<file path="config.mk">
export PLATFORM = sky130hd
export DESIGN_NAME = sys_cmd_ctrl
export DESIGN_NICKNAME = d
export VERILOG_FILES = /design/src/rtl/sys_ctrl_pkg.sv /design/src/rtl/sys_cmd_ctrl.sv
export SDC_FILE = /design/constraint.sdc
export NUM_CORES = 1
export LEC_CHECK = 0
export ABC_AREA = 1
export CELL_PAD_IN_SITES_DETAIL_PLACEMENT = 2
export CELL_PAD_IN_SITES_GLOBAL_PLACEMENT = 2
export CORE_UTILIZATION = 30
export CTS_BUF_LIST = sky130_fd_sc_hd__clkbuf_8
export DETAILED_ROUTE_END_ITERATION = 7
export PLACE_DENSITY_LB_ADDON = 0.12
export RECOVER_POWER = 25
export SYNTH_ARGS = -nofsm -noshare
export SYNTH_HDL_FRONTEND = slang
export SYNTH_SLANG_ARGS = --single-unit
</file>
<file path="constraint.sdc">
create_clock -name CLK -period 1.9 [get_ports CLK]
set_input_delay 0.475 -clock CLK [delete_from_list [all_inputs] [get_ports CLK]]
set_output_delay 0.475 -clock CLK [all_outputs]
set_load 0.01 [all_outputs]
</file>
<file path="src/rtl/sys_ctrl_pkg.sv">
// rtl/sys_ctrl_pkg.sv - shared opcodes, state encodings and constants for the command sequencer
package sys_ctrl_pkg;

  localparam logic [7:0] OP_RF_WR   = 8'hAA;
  localparam logic [7:0] OP_RF_RD   = 8'hBB;
  localparam logic [7:0] OP_ALU_OPS = 8'hCC;
  localparam logic [7:0] OP_ALU_NOP = 8'hDD;

  typedef logic [3:0] state_t;

  localparam state_t S_IDLE     = 4'd0;
  localparam state_t S_WR_ADDR  = 4'd1;
  localparam state_t S_WR_DATA  = 4'd2;
  localparam state_t S_RD_ADDR  = 4'd3;
  localparam state_t S_RD_WAIT  = 4'd4;
  localparam state_t S_OP_A     = 4'd5;
  localparam state_t S_OP_B     = 4'd6;
  localparam state_t S_FUN      = 4'd7;
  localparam state_t S_GATE     = 4'd8;
  localparam state_t S_ALU_WAIT = 4'd9;
  localparam state_t S_PUSH_LO  = 4'd10;
  localparam state_t S_PUSH_HI  = 4'd11;

  localparam int unsigned OPA_ADDR = 0;
  localparam int unsigned OPB_ADDR = 1;

  localparam int TMO_W = 4;

endpackage

</file>
<file path="src/rtl/sys_cmd_ctrl.sv">
// rtl/sys_cmd_ctrl.sv - UART command sequencer driving register file, ALU and TX FIFO
module sys_cmd_ctrl
  import sys_ctrl_pkg::*;
#(
  parameter int DATA_WIDTH = 8,
  parameter int ADDR_WIDTH = 4,
  parameter int FUN_WIDTH  = 4,
  parameter int TIMEOUT    = 15
) (
  input  logic                      CLK,
  input  logic                      RST,
  input  logic [DATA_WIDTH-1:0]     RX_P_DATA,
  input  logic                      RX_D_VLD,
  output logic                      RF_WR_EN,
  output logic                      RF_RD_EN,
  output logic [ADDR_WIDTH-1:0]     RF_ADDR,
  output logic [DATA_WIDTH-1:0]     RF_WR_DATA,
  input  logic [DATA_WIDTH-1:0]     RF_RD_DATA,
  input  logic                      RF_RD_DATA_VLD,
  output logic                      ALU_EN,
  output logic [FUN_WIDTH-1:0]      ALU_FUN,
  input  logic [2*DATA_WIDTH-1:0]   ALU_OUT,
  input  logic                      ALU_OUT_VLD,
  output logic                      CLK_GATE_EN,
  output logic [DATA_WIDTH-1:0]     FIFO_WR_DATA,
  output logic                      FIFO_WR_INC,
  input  logic                      FIFO_FULL,
  output logic                      CMD_ERR
);

  state_t                  state;
  logic [ADDR_WIDTH-1:0]   wr_addr;
  logic [2*DATA_WIDTH-1:0] result;
  logic                    is_alu;
  logic [TMO_W-1:0]        tcnt;

  localparam logic [TMO_W-1:0] TCNT_LAST = TMO_W'(TIMEOUT - 1);

  always_ff @(posedge CLK or negedge RST) begin
    if (!RST) begin
      state        <= S_IDLE;
      wr_addr      <= '0;
      result       <= '0;
      is_alu       <= 1'b0;
      tcnt         <= '0;
      RF_WR_EN     <= 1'b0;
      RF_RD_EN     <= 1'b0;
      RF_ADDR      <= '0;
      RF_WR_DATA   <= '0;
      ALU_EN       <= 1'b0;
      ALU_FUN      <= '0;
      CLK_GATE_EN  <= 1'b0;
      FIFO_WR_DATA <= '0;
      FIFO_WR_INC  <= 1'b0;
      CMD_ERR      <= 1'b0;
    end else begin
      RF_WR_EN    <= 1'b0;
      RF_RD_EN    <= 1'b0;
      ALU_EN      <= 1'b0;
      FIFO_WR_INC <= 1'b0;
      CMD_ERR     <= 1'b0;

      case (state)
        S_IDLE: begin
          if (RX_D_VLD) begin
            case (RX_P_DATA)
              OP_RF_WR:   state <= S_WR_ADDR;
              OP_RF_RD:   state <= S_RD_ADDR;
              OP_ALU_OPS: state <= S_OP_A;
              OP_ALU_NOP: state <= S_FUN;
              default:    CMD_ERR <= 1'b1;
            endcase
          end
        end

        S_WR_ADDR: begin
          if (RX_D_VLD) begin
            wr_addr <= RX_P_DATA[ADDR_WIDTH-1:0];
            state   <= S_WR_DATA;
          end
        end

        S_WR_DATA: begin
          if (RX_D_VLD) begin
            RF_WR_EN   <= 1'b1;
            RF_ADDR    <= wr_addr;
            RF_WR_DATA <= RX_P_DATA;
            state      <= S_IDLE;
          end
        end

        S_RD_ADDR: begin
          if (RX_D_VLD) begin
            RF_RD_EN <= 1'b1;
            RF_ADDR  <= RX_P_DATA[ADDR_WIDTH-1:0];
            is_alu   <= 1'b0;
            tcnt     <= '0;
            state    <= S_RD_WAIT;
          end
        end

        // A free FIFO takes the byte straight from the valid cycle; otherwise PUSH_LO waits.
        S_RD_WAIT: begin
          if (RF_RD_DATA_VLD) begin
            result[DATA_WIDTH-1:0] <= RF_RD_DATA;
            if (!FIFO_FULL) begin
              FIFO_WR_DATA <= RF_RD_DATA;
              FIFO_WR_INC  <= 1'b1;
              state        <= S_IDLE;
            end else begin
              state <= S_PUSH_LO;
            end
          end else if (tcnt == TCNT_LAST) begin
            CMD_ERR <= 1'b1;
            state   <= S_IDLE;
          end else begin
            tcnt <= tcnt + 1'b1;
          end
        end

        S_OP_A: begin
          if (RX_D_VLD) begin
            RF_WR_EN   <= 1'b1;
            RF_ADDR    <= ADDR_WIDTH'(OPA_ADDR);
            RF_WR_DATA <= RX_P_DATA;
            state      <= S_OP_B;
          end
        end

        S_OP_B: begin
          if (RX_D_VLD) begin
            RF_WR_EN   <= 1'b1;
            RF_ADDR    <= ADDR_WIDTH'(OPB_ADDR);
            RF_WR_DATA <= RX_P_DATA;
            state      <= S_FUN;
          end
        end

        S_FUN: begin
          if (RX_D_VLD) begin
            ALU_FUN     <= RX_P_DATA[FUN_WIDTH-1:0];
            CLK_GATE_EN <= 1'b1;
            is_alu      <= 1'b1;
            state       <= S_GATE;
          end
        end

        // One cycle of gated clock before the start strobe lets the ALU clock settle.
        S_GATE: begin
          ALU_EN <= 1'b1;
          tcnt   <= '0;
          state  <= S_ALU_WAIT;
        end

        S_ALU_WAIT: begin
          if (ALU_OUT_VLD) begin
            result      <= ALU_OUT;
            CLK_GATE_EN <= 1'b0;
            if (!FIFO_FULL) begin
              FIFO_WR_DATA <= ALU_OUT[DATA_WIDTH-1:0];
              FIFO_WR_INC  <= 1'b1;
              state        <= S_PUSH_HI;
            end else begin
              state <= S_PUSH_LO;
            end
          end else if (tcnt == TCNT_LAST) begin
            CMD_ERR     <= 1'b1;
            CLK_GATE_EN <= 1'b0;
            state       <= S_IDLE;
          end else begin
            tcnt <= tcnt + 1'b1;
          end
        end

        S_PUSH_LO: begin
          if (!FIFO_FULL) begin
            FIFO_WR_DATA <= result[DATA_WIDTH-1:0];
            FIFO_WR_INC  <= 1'b1;
            state        <= is_alu ? S_PUSH_HI : S_IDLE;
          end
        end

        S_PUSH_HI: begin
          if (!FIFO_FULL) begin
            FIFO_WR_DATA <= result[2*DATA_WIDTH-1:DATA_WIDTH];
            FIFO_WR_INC  <= 1'b1;
            state        <= S_IDLE;
          end
        end

        default: state <= S_IDLE;
      endcase
    end
  end

endmodule
</file>
-- Yosys cells after proc, flatten, opt, wreduce, memory -nomap -nowiden
Cells that the tools add are included.
- memory bits (read-only): 0
- input port bits: 38
- bits in latches: 0
- output and inout port bits: 30
- memory bits (writable): 0
- memories: 0
- register bits after elaboration: 59
- logic and storage cells: 126
- equality and inequality tests: 33
- $add $sub $neg: 1
- muxes and demuxes: 55
- shift-type cells: 0
- multipliers: 0
- divide/modulo/power cells: 0
- bitwise logic cells: 0
- reductions and logical operators: 21
- order comparisons: 0
- operators with widths (operator ; count):
    $mux 4 ; 20
    $mux 8 ; 8
    $pmux 4 s12 ; 1
    $pmux 4 s4 ; 3
    $eq 8x8->1 const B ; 4
    $pmux 8 s4 ; 1
    $ne 2x2->1 const B ; 15
    $eq 4x4->1 const B ; 5
    $mux 1 ; 17
    $eq 4x3->1 const B ; 4
    $pmux 8 s2 ; 1
    $reduce_bool 4->1 ; 3
    $reduce_and 10->1 ; 1
    $reduce_and 3->1 ; 3
    $eq 4x2->1 const B ; 2
    $reduce_and 2->1 ; 4
    $reduce_and 7->1 ; 1
    $pmux 1 s3 ; 2
    $reduce_bool 2->1 ; 3
    $ne 5x1->1 const B ; 1
    $reduce_and 5->1 ; 1
    $add 4x1->4 const B ; 1
    $eq 4x1->1 const B ; 1
    $logic_not 4->1 ; 1
    6 further kinds ; 7

-- Longest topological paths before layout
- depth after elaboration: 5
- mapped depth: 12
- depth with buffers taken out: 10

-- Worst setup path after synthesis
OpenSTA, ideal clock, no wires.
- path type: reg2reg
- from: register state[1]
- to: register CLK_GATE_EN
- period minus slack after synthesis: 1.459 ns
- setup time: 0.127 ns
- path slack: 0.441 ns
- cell stages (with the launch flop): 12
- path buffers: 3
- arrival time: 1.332 ns
- required time: 1.773 ns
- cells stage by stage: dfrtp_1 -> buf_6 -> inv_1 -> nand2_1 -> nor2_2 -> buf_6 -> nand2_4 -> buf_6 -> o211ai_1 -> o21ai_0 -> nand2_1 -> nand2_1
- longest elaborated chain between the ends: 3
- elaborated cells on any way between the ends: 7
- classes of those cells: 4 x eq/ne; 1 x mux; 2 x reduce/logical
- RTL lines (what ; RTL line ; RTL):
    from (decl) ; sys_cmd_ctrl.sv:31 ; state_t state;
    from (signal assigned) ; sys_cmd_ctrl.sv:179 ; state <= is_alu ? S_PUSH_HI : S_IDLE;
    $eq 4x4->1 / $eq 4x3->1 (equally long branches) ; sys_cmd_ctrl.sv:63 ; case (state)
    $ne 3x3->1 (no line), or another cell as far along ; - ;
    $reduce_and 3->1 (no line) ; - ;
    to (signal assigned) ; sys_cmd_ctrl.sv:52 ; CLK_GATE_EN <= 1'b0;
    to (signal assigned) ; sys_cmd_ctrl.sv:142 ; CLK_GATE_EN <= 1'b1;
    to (signal assigned) ; sys_cmd_ctrl.sv:158 ; CLK_GATE_EN <= 1'b0;
    to (decl) ; sys_cmd_ctrl.sv:24 ; output logic CLK_GATE_EN,
Several ways; a longest one is shown, not always the timed one.
A chain may end at the register's enable or synchronous reset.

-- Worst setup path in the final report
- from: register FIFO_WR_DATA[0]
- to: output FIFO_WR_DATA[0]
- RTL lines (what ; RTL line ; RTL):
    from (decl) ; sys_cmd_ctrl.sv:25 ; output logic [DATA_WIDTH-1:0] FIFO_WR_DATA,
    from (signal assigned) ; sys_cmd_ctrl.sv:160 ; FIFO_WR_DATA <= ALU_OUT[DATA_WIDTH-1:0];
    from (signal assigned) ; sys_cmd_ctrl.sv:177 ; FIFO_WR_DATA <= result[DATA_WIDTH-1:0];
    from (signal assigned) ; sys_cmd_ctrl.sv:185 ; FIFO_WR_DATA <= result[2*DATA_WIDTH-1:DATA_WIDTH];
No word-level cell between the ends.

==> flow_metrics.env <==
export IMPL_drv_cap=0
export IMPL_register_area_um2=1480
export IMPL_pin_count=68
export IMPL_drtAntennaViolNets=0
export IMPL_num_rows=36
export IMPL_syn_instance_count=368
export IMPL_synth_cell_types=25
export IMPL_routed_via_density=4.81
export IMPL_wl_um=10000
export IMPL_syn_area_um2=3010
export IMPL_multi_input_area_um2=1360
export IMPL_synth_fp_nets=408
export IMPL_maxSlewViolCount=0
export IMPL_drc=0
export IMPL_min_period_ns=1.77
export IMPL_path_cells="clkdlybuf4s50_1"
export IMPL_power_total_mw=5.45
export IMPL_clk_latency_ns=0.34
export IMPL_coreArea_um2=9730
export IMPL_drt_iter0_markers=74
export IMPL_hold_viol=0
export IMPL_path_clk_slew_ns=0.08
export IMPL_clk_root_buffer_cell="clkbuf_8"
export IMPL_drt_wirelength_per_cell_um=16.9
export IMPL_crit_family="buffers and inverters"
export IMPL_floorplan_initialDensity_pct=30.9
export IMPL_path_buf_inv=1
export IMPL_avgSynthCellArea_um2=8.17
export IMPL_area_growth_pct=36.9
export IMPL_drt_pass1_iter_count=5
export IMPL_finClkSkew_ns=0.00974
export IMPL_ys_seq_area_share_pct=49.1
export IMPL_power_density_nw_per_um2=1320
export IMPL_dpl_cell_count=579
export IMPL_stdcell_count=595
export IMPL_outcome="finished, final reports clean"
export IMPL_gr_total_overflow=0
export IMPL_end_kind="output port"
export IMPL_ys_top_cells_by_area="dfrtp_1 49%, nand2_1 15%, nand3_1 4.2%"
export IMPL_worstSetupPathType="reg2out"
export IMPL_slowest_stage="clkdlybuf4s50_1"
export IMPL_h_tree_depth=3
export IMPL_grt_max_degree=22
export IMPL_final_util_pct=42.3
export IMPL_relSlewSlack_pct=20.1
export IMPL_diodes=0
export IMPL_cts_max_path_buffers=2
export IMPL_io_buffers=67
export IMPL_ys_seq_elements=59
export IMPL_critPathMaxStageDelay_ns=0.56
export IMPL_post_cts_buffers=0
export IMPL_fmax_mhz=566
export IMPL_die_area_um2=10400
export IMPL_worstPathRequired_ns=1.42
export IMPL_nNetsFinal=497
export IMPL_antenna_found_initial=0
export IMPL_ir_worst_vdd_v=0.000534
export IMPL_grt_pass1_wl_um=16200
export IMPL_cp_max_fo=2
export IMPL_cp_start_kind="flop"
export IMPL_n_fill_cell=1139
export IMPL_die_w_um=102
export IMPL_cts_buffers=9
export IMPL_hp_class="in2async"
export IMPL_p_leak_nw=2.03
export IMPL_cts_sinks=59
export IMPL_grt_pass1_vias=3164
export IMPL_drive_above_1_share_pct=15.4
export IMPL_fin_crit_sh_pct=93.0
export IMPL_synth_top_cell_area_share_pct=49.1
export IMPL_arrival_ns=1.29
export IMPL_setup_viol=0
export IMPL_hold_slack_ns=0.359
export IMPL_place_congestion=0.808
export IMPL_track_usage_pct=20.6
export IMPL_ys_warn_count=0
export IMPL_tightest_slew_ns=1.20
export IMPL_rsz0062_at_grt="no"
export IMPL_die_h_um=102
export IMPL_cts_tree="built"
export IMPL_yosys_area_top_type="dfrtp_1"
export IMPL_hpwl_um=7530
export IMPL_vias=2862
stage by stage:
| step | cell area [µm²] | setup WS (ns) | TNS (ns) |
|---|---|---|---|
| after floorplan | 3010 | 0.441 | 0 |
| after global placement | 3930 | -0.0108 | -0.0554 |
| after detailed placement | 3930 | -0.0436 | -0.179 |
| after CTS | 4120 | 0.0140 | 0 |
| after global routing | 4120 | 0.00296 | 0 |
| final | 4120 | 0.133 | 0 |
area by class of cell:
class	instances	share of cell area, %
inverter	31	2.83
clock buffer	10	3.34
multi-input combinational	272	33.0
timing repair buffer	84	19.5
sequential	59	35.9
tap	133	4.04
clock inverter	6	1.40
cell usage after synthesis:
master	count
dfrtp_1	59
o21ai_0	22
o211ai_1	2
o22ai_1	1
o21ai_1	1
mux2_2	8
or2_2	1
nand2_1	124
nand3_1	25
nor2_1	31
inv_1	28
a21oi_4	1
xnor2_1	1
a31oi_1	8
nand2_4	2
nor2_2	6
inv_2	3
a21oi_1	13
buf_6	6
nor2_4	2
o21ai_2	8
nand2_2	5
ha_1	2
xor2_1	1
nand4_1	8
kinds of logic (layout without fill, tap and decap cells):
group           count (synthesis)  after routing  share of synthesized area, %
xor+xnor                        2              2                         0.582
mux                             8              8                          3.00
fa+ha+maj                       2              2                         0.832
buf+inv                        37            131                          6.11
simple gates                  204            204                          29.2
flops                          59             59                          49.1
compound gates                 56             56                          11.2
power by group:
group	internal (mW)	switching, mW	total, mW
logic	1.01	1.18	2.19
clock network	0.630	0.534	1.16
registers	1.75	0.351	2.10
total	3.39	2.07	5.45
cells in the final DEF, fill, tap and decap left out, types with 3 or more instances in the layout:
master and n:
a21oi_1 13, buf_4 15, nor2_2 8, clkdlybuf4s50_1 66, mux2_2 8, nand2_4 3, o21ai_2 8, inv_2 3
o21ai_0 22, dfrtp_1 57, nand4_1 8, nor2_1 29, clkbuf_8 10, nand3_1 25, inv_1 30, nand2_2 4
a31oi_1 8, nand2_1 124
flip-flops by register name, indices dropped and copies added, names as in the netlist:
signal        count
result           16
FIFO_WR_DATA      8
RF_WR_DATA        8
ALU_FUN           4
RF_ADDR           4
state             4
tcnt              4
wr_addr           4
ALU_EN            1
CLK_GATE_EN       1
CMD_ERR           1
FIFO_WR_INC       1
RF_RD_EN          1
RF_WR_EN          1
is_alu            1
final timing paths:
path / to / cells past startpoint / slack, ns / start
worst max-delay path: FIFO_WR_DATA[0] / 1 / 0.13 / FIFO_WR_DATA[0]
worst min-delay path: wr_addr[0] / 1 / 0.36 / RST
worst max register to register: CLK_GATE_EN / 7 / 0.16 / tcnt[0]
worst min register to register: RF_WR_DATA[5] / 2 / 0.48 / RF_WR_DATA[5]
max in group asynchronous: result[0] / 2 / 0.34 / RST
min in group CLK: RF_WR_DATA[5] / 2 / 0.48 / RF_WR_DATA[5]
layer usage:
metal  wire length, µm  GRT usage [%]
met1              4810           27.8
met2              4870           33.7
met3               279           3.97
met4                92           5.93
met5                 0              0
repair_timing:
item	CTS	global route
gates resized for setup	1	4
hold buffers	0	0
pin swaps	0	0
cloned	0	0
setup endpoints to repair	2	12
(Power assumes the default switching activity.)
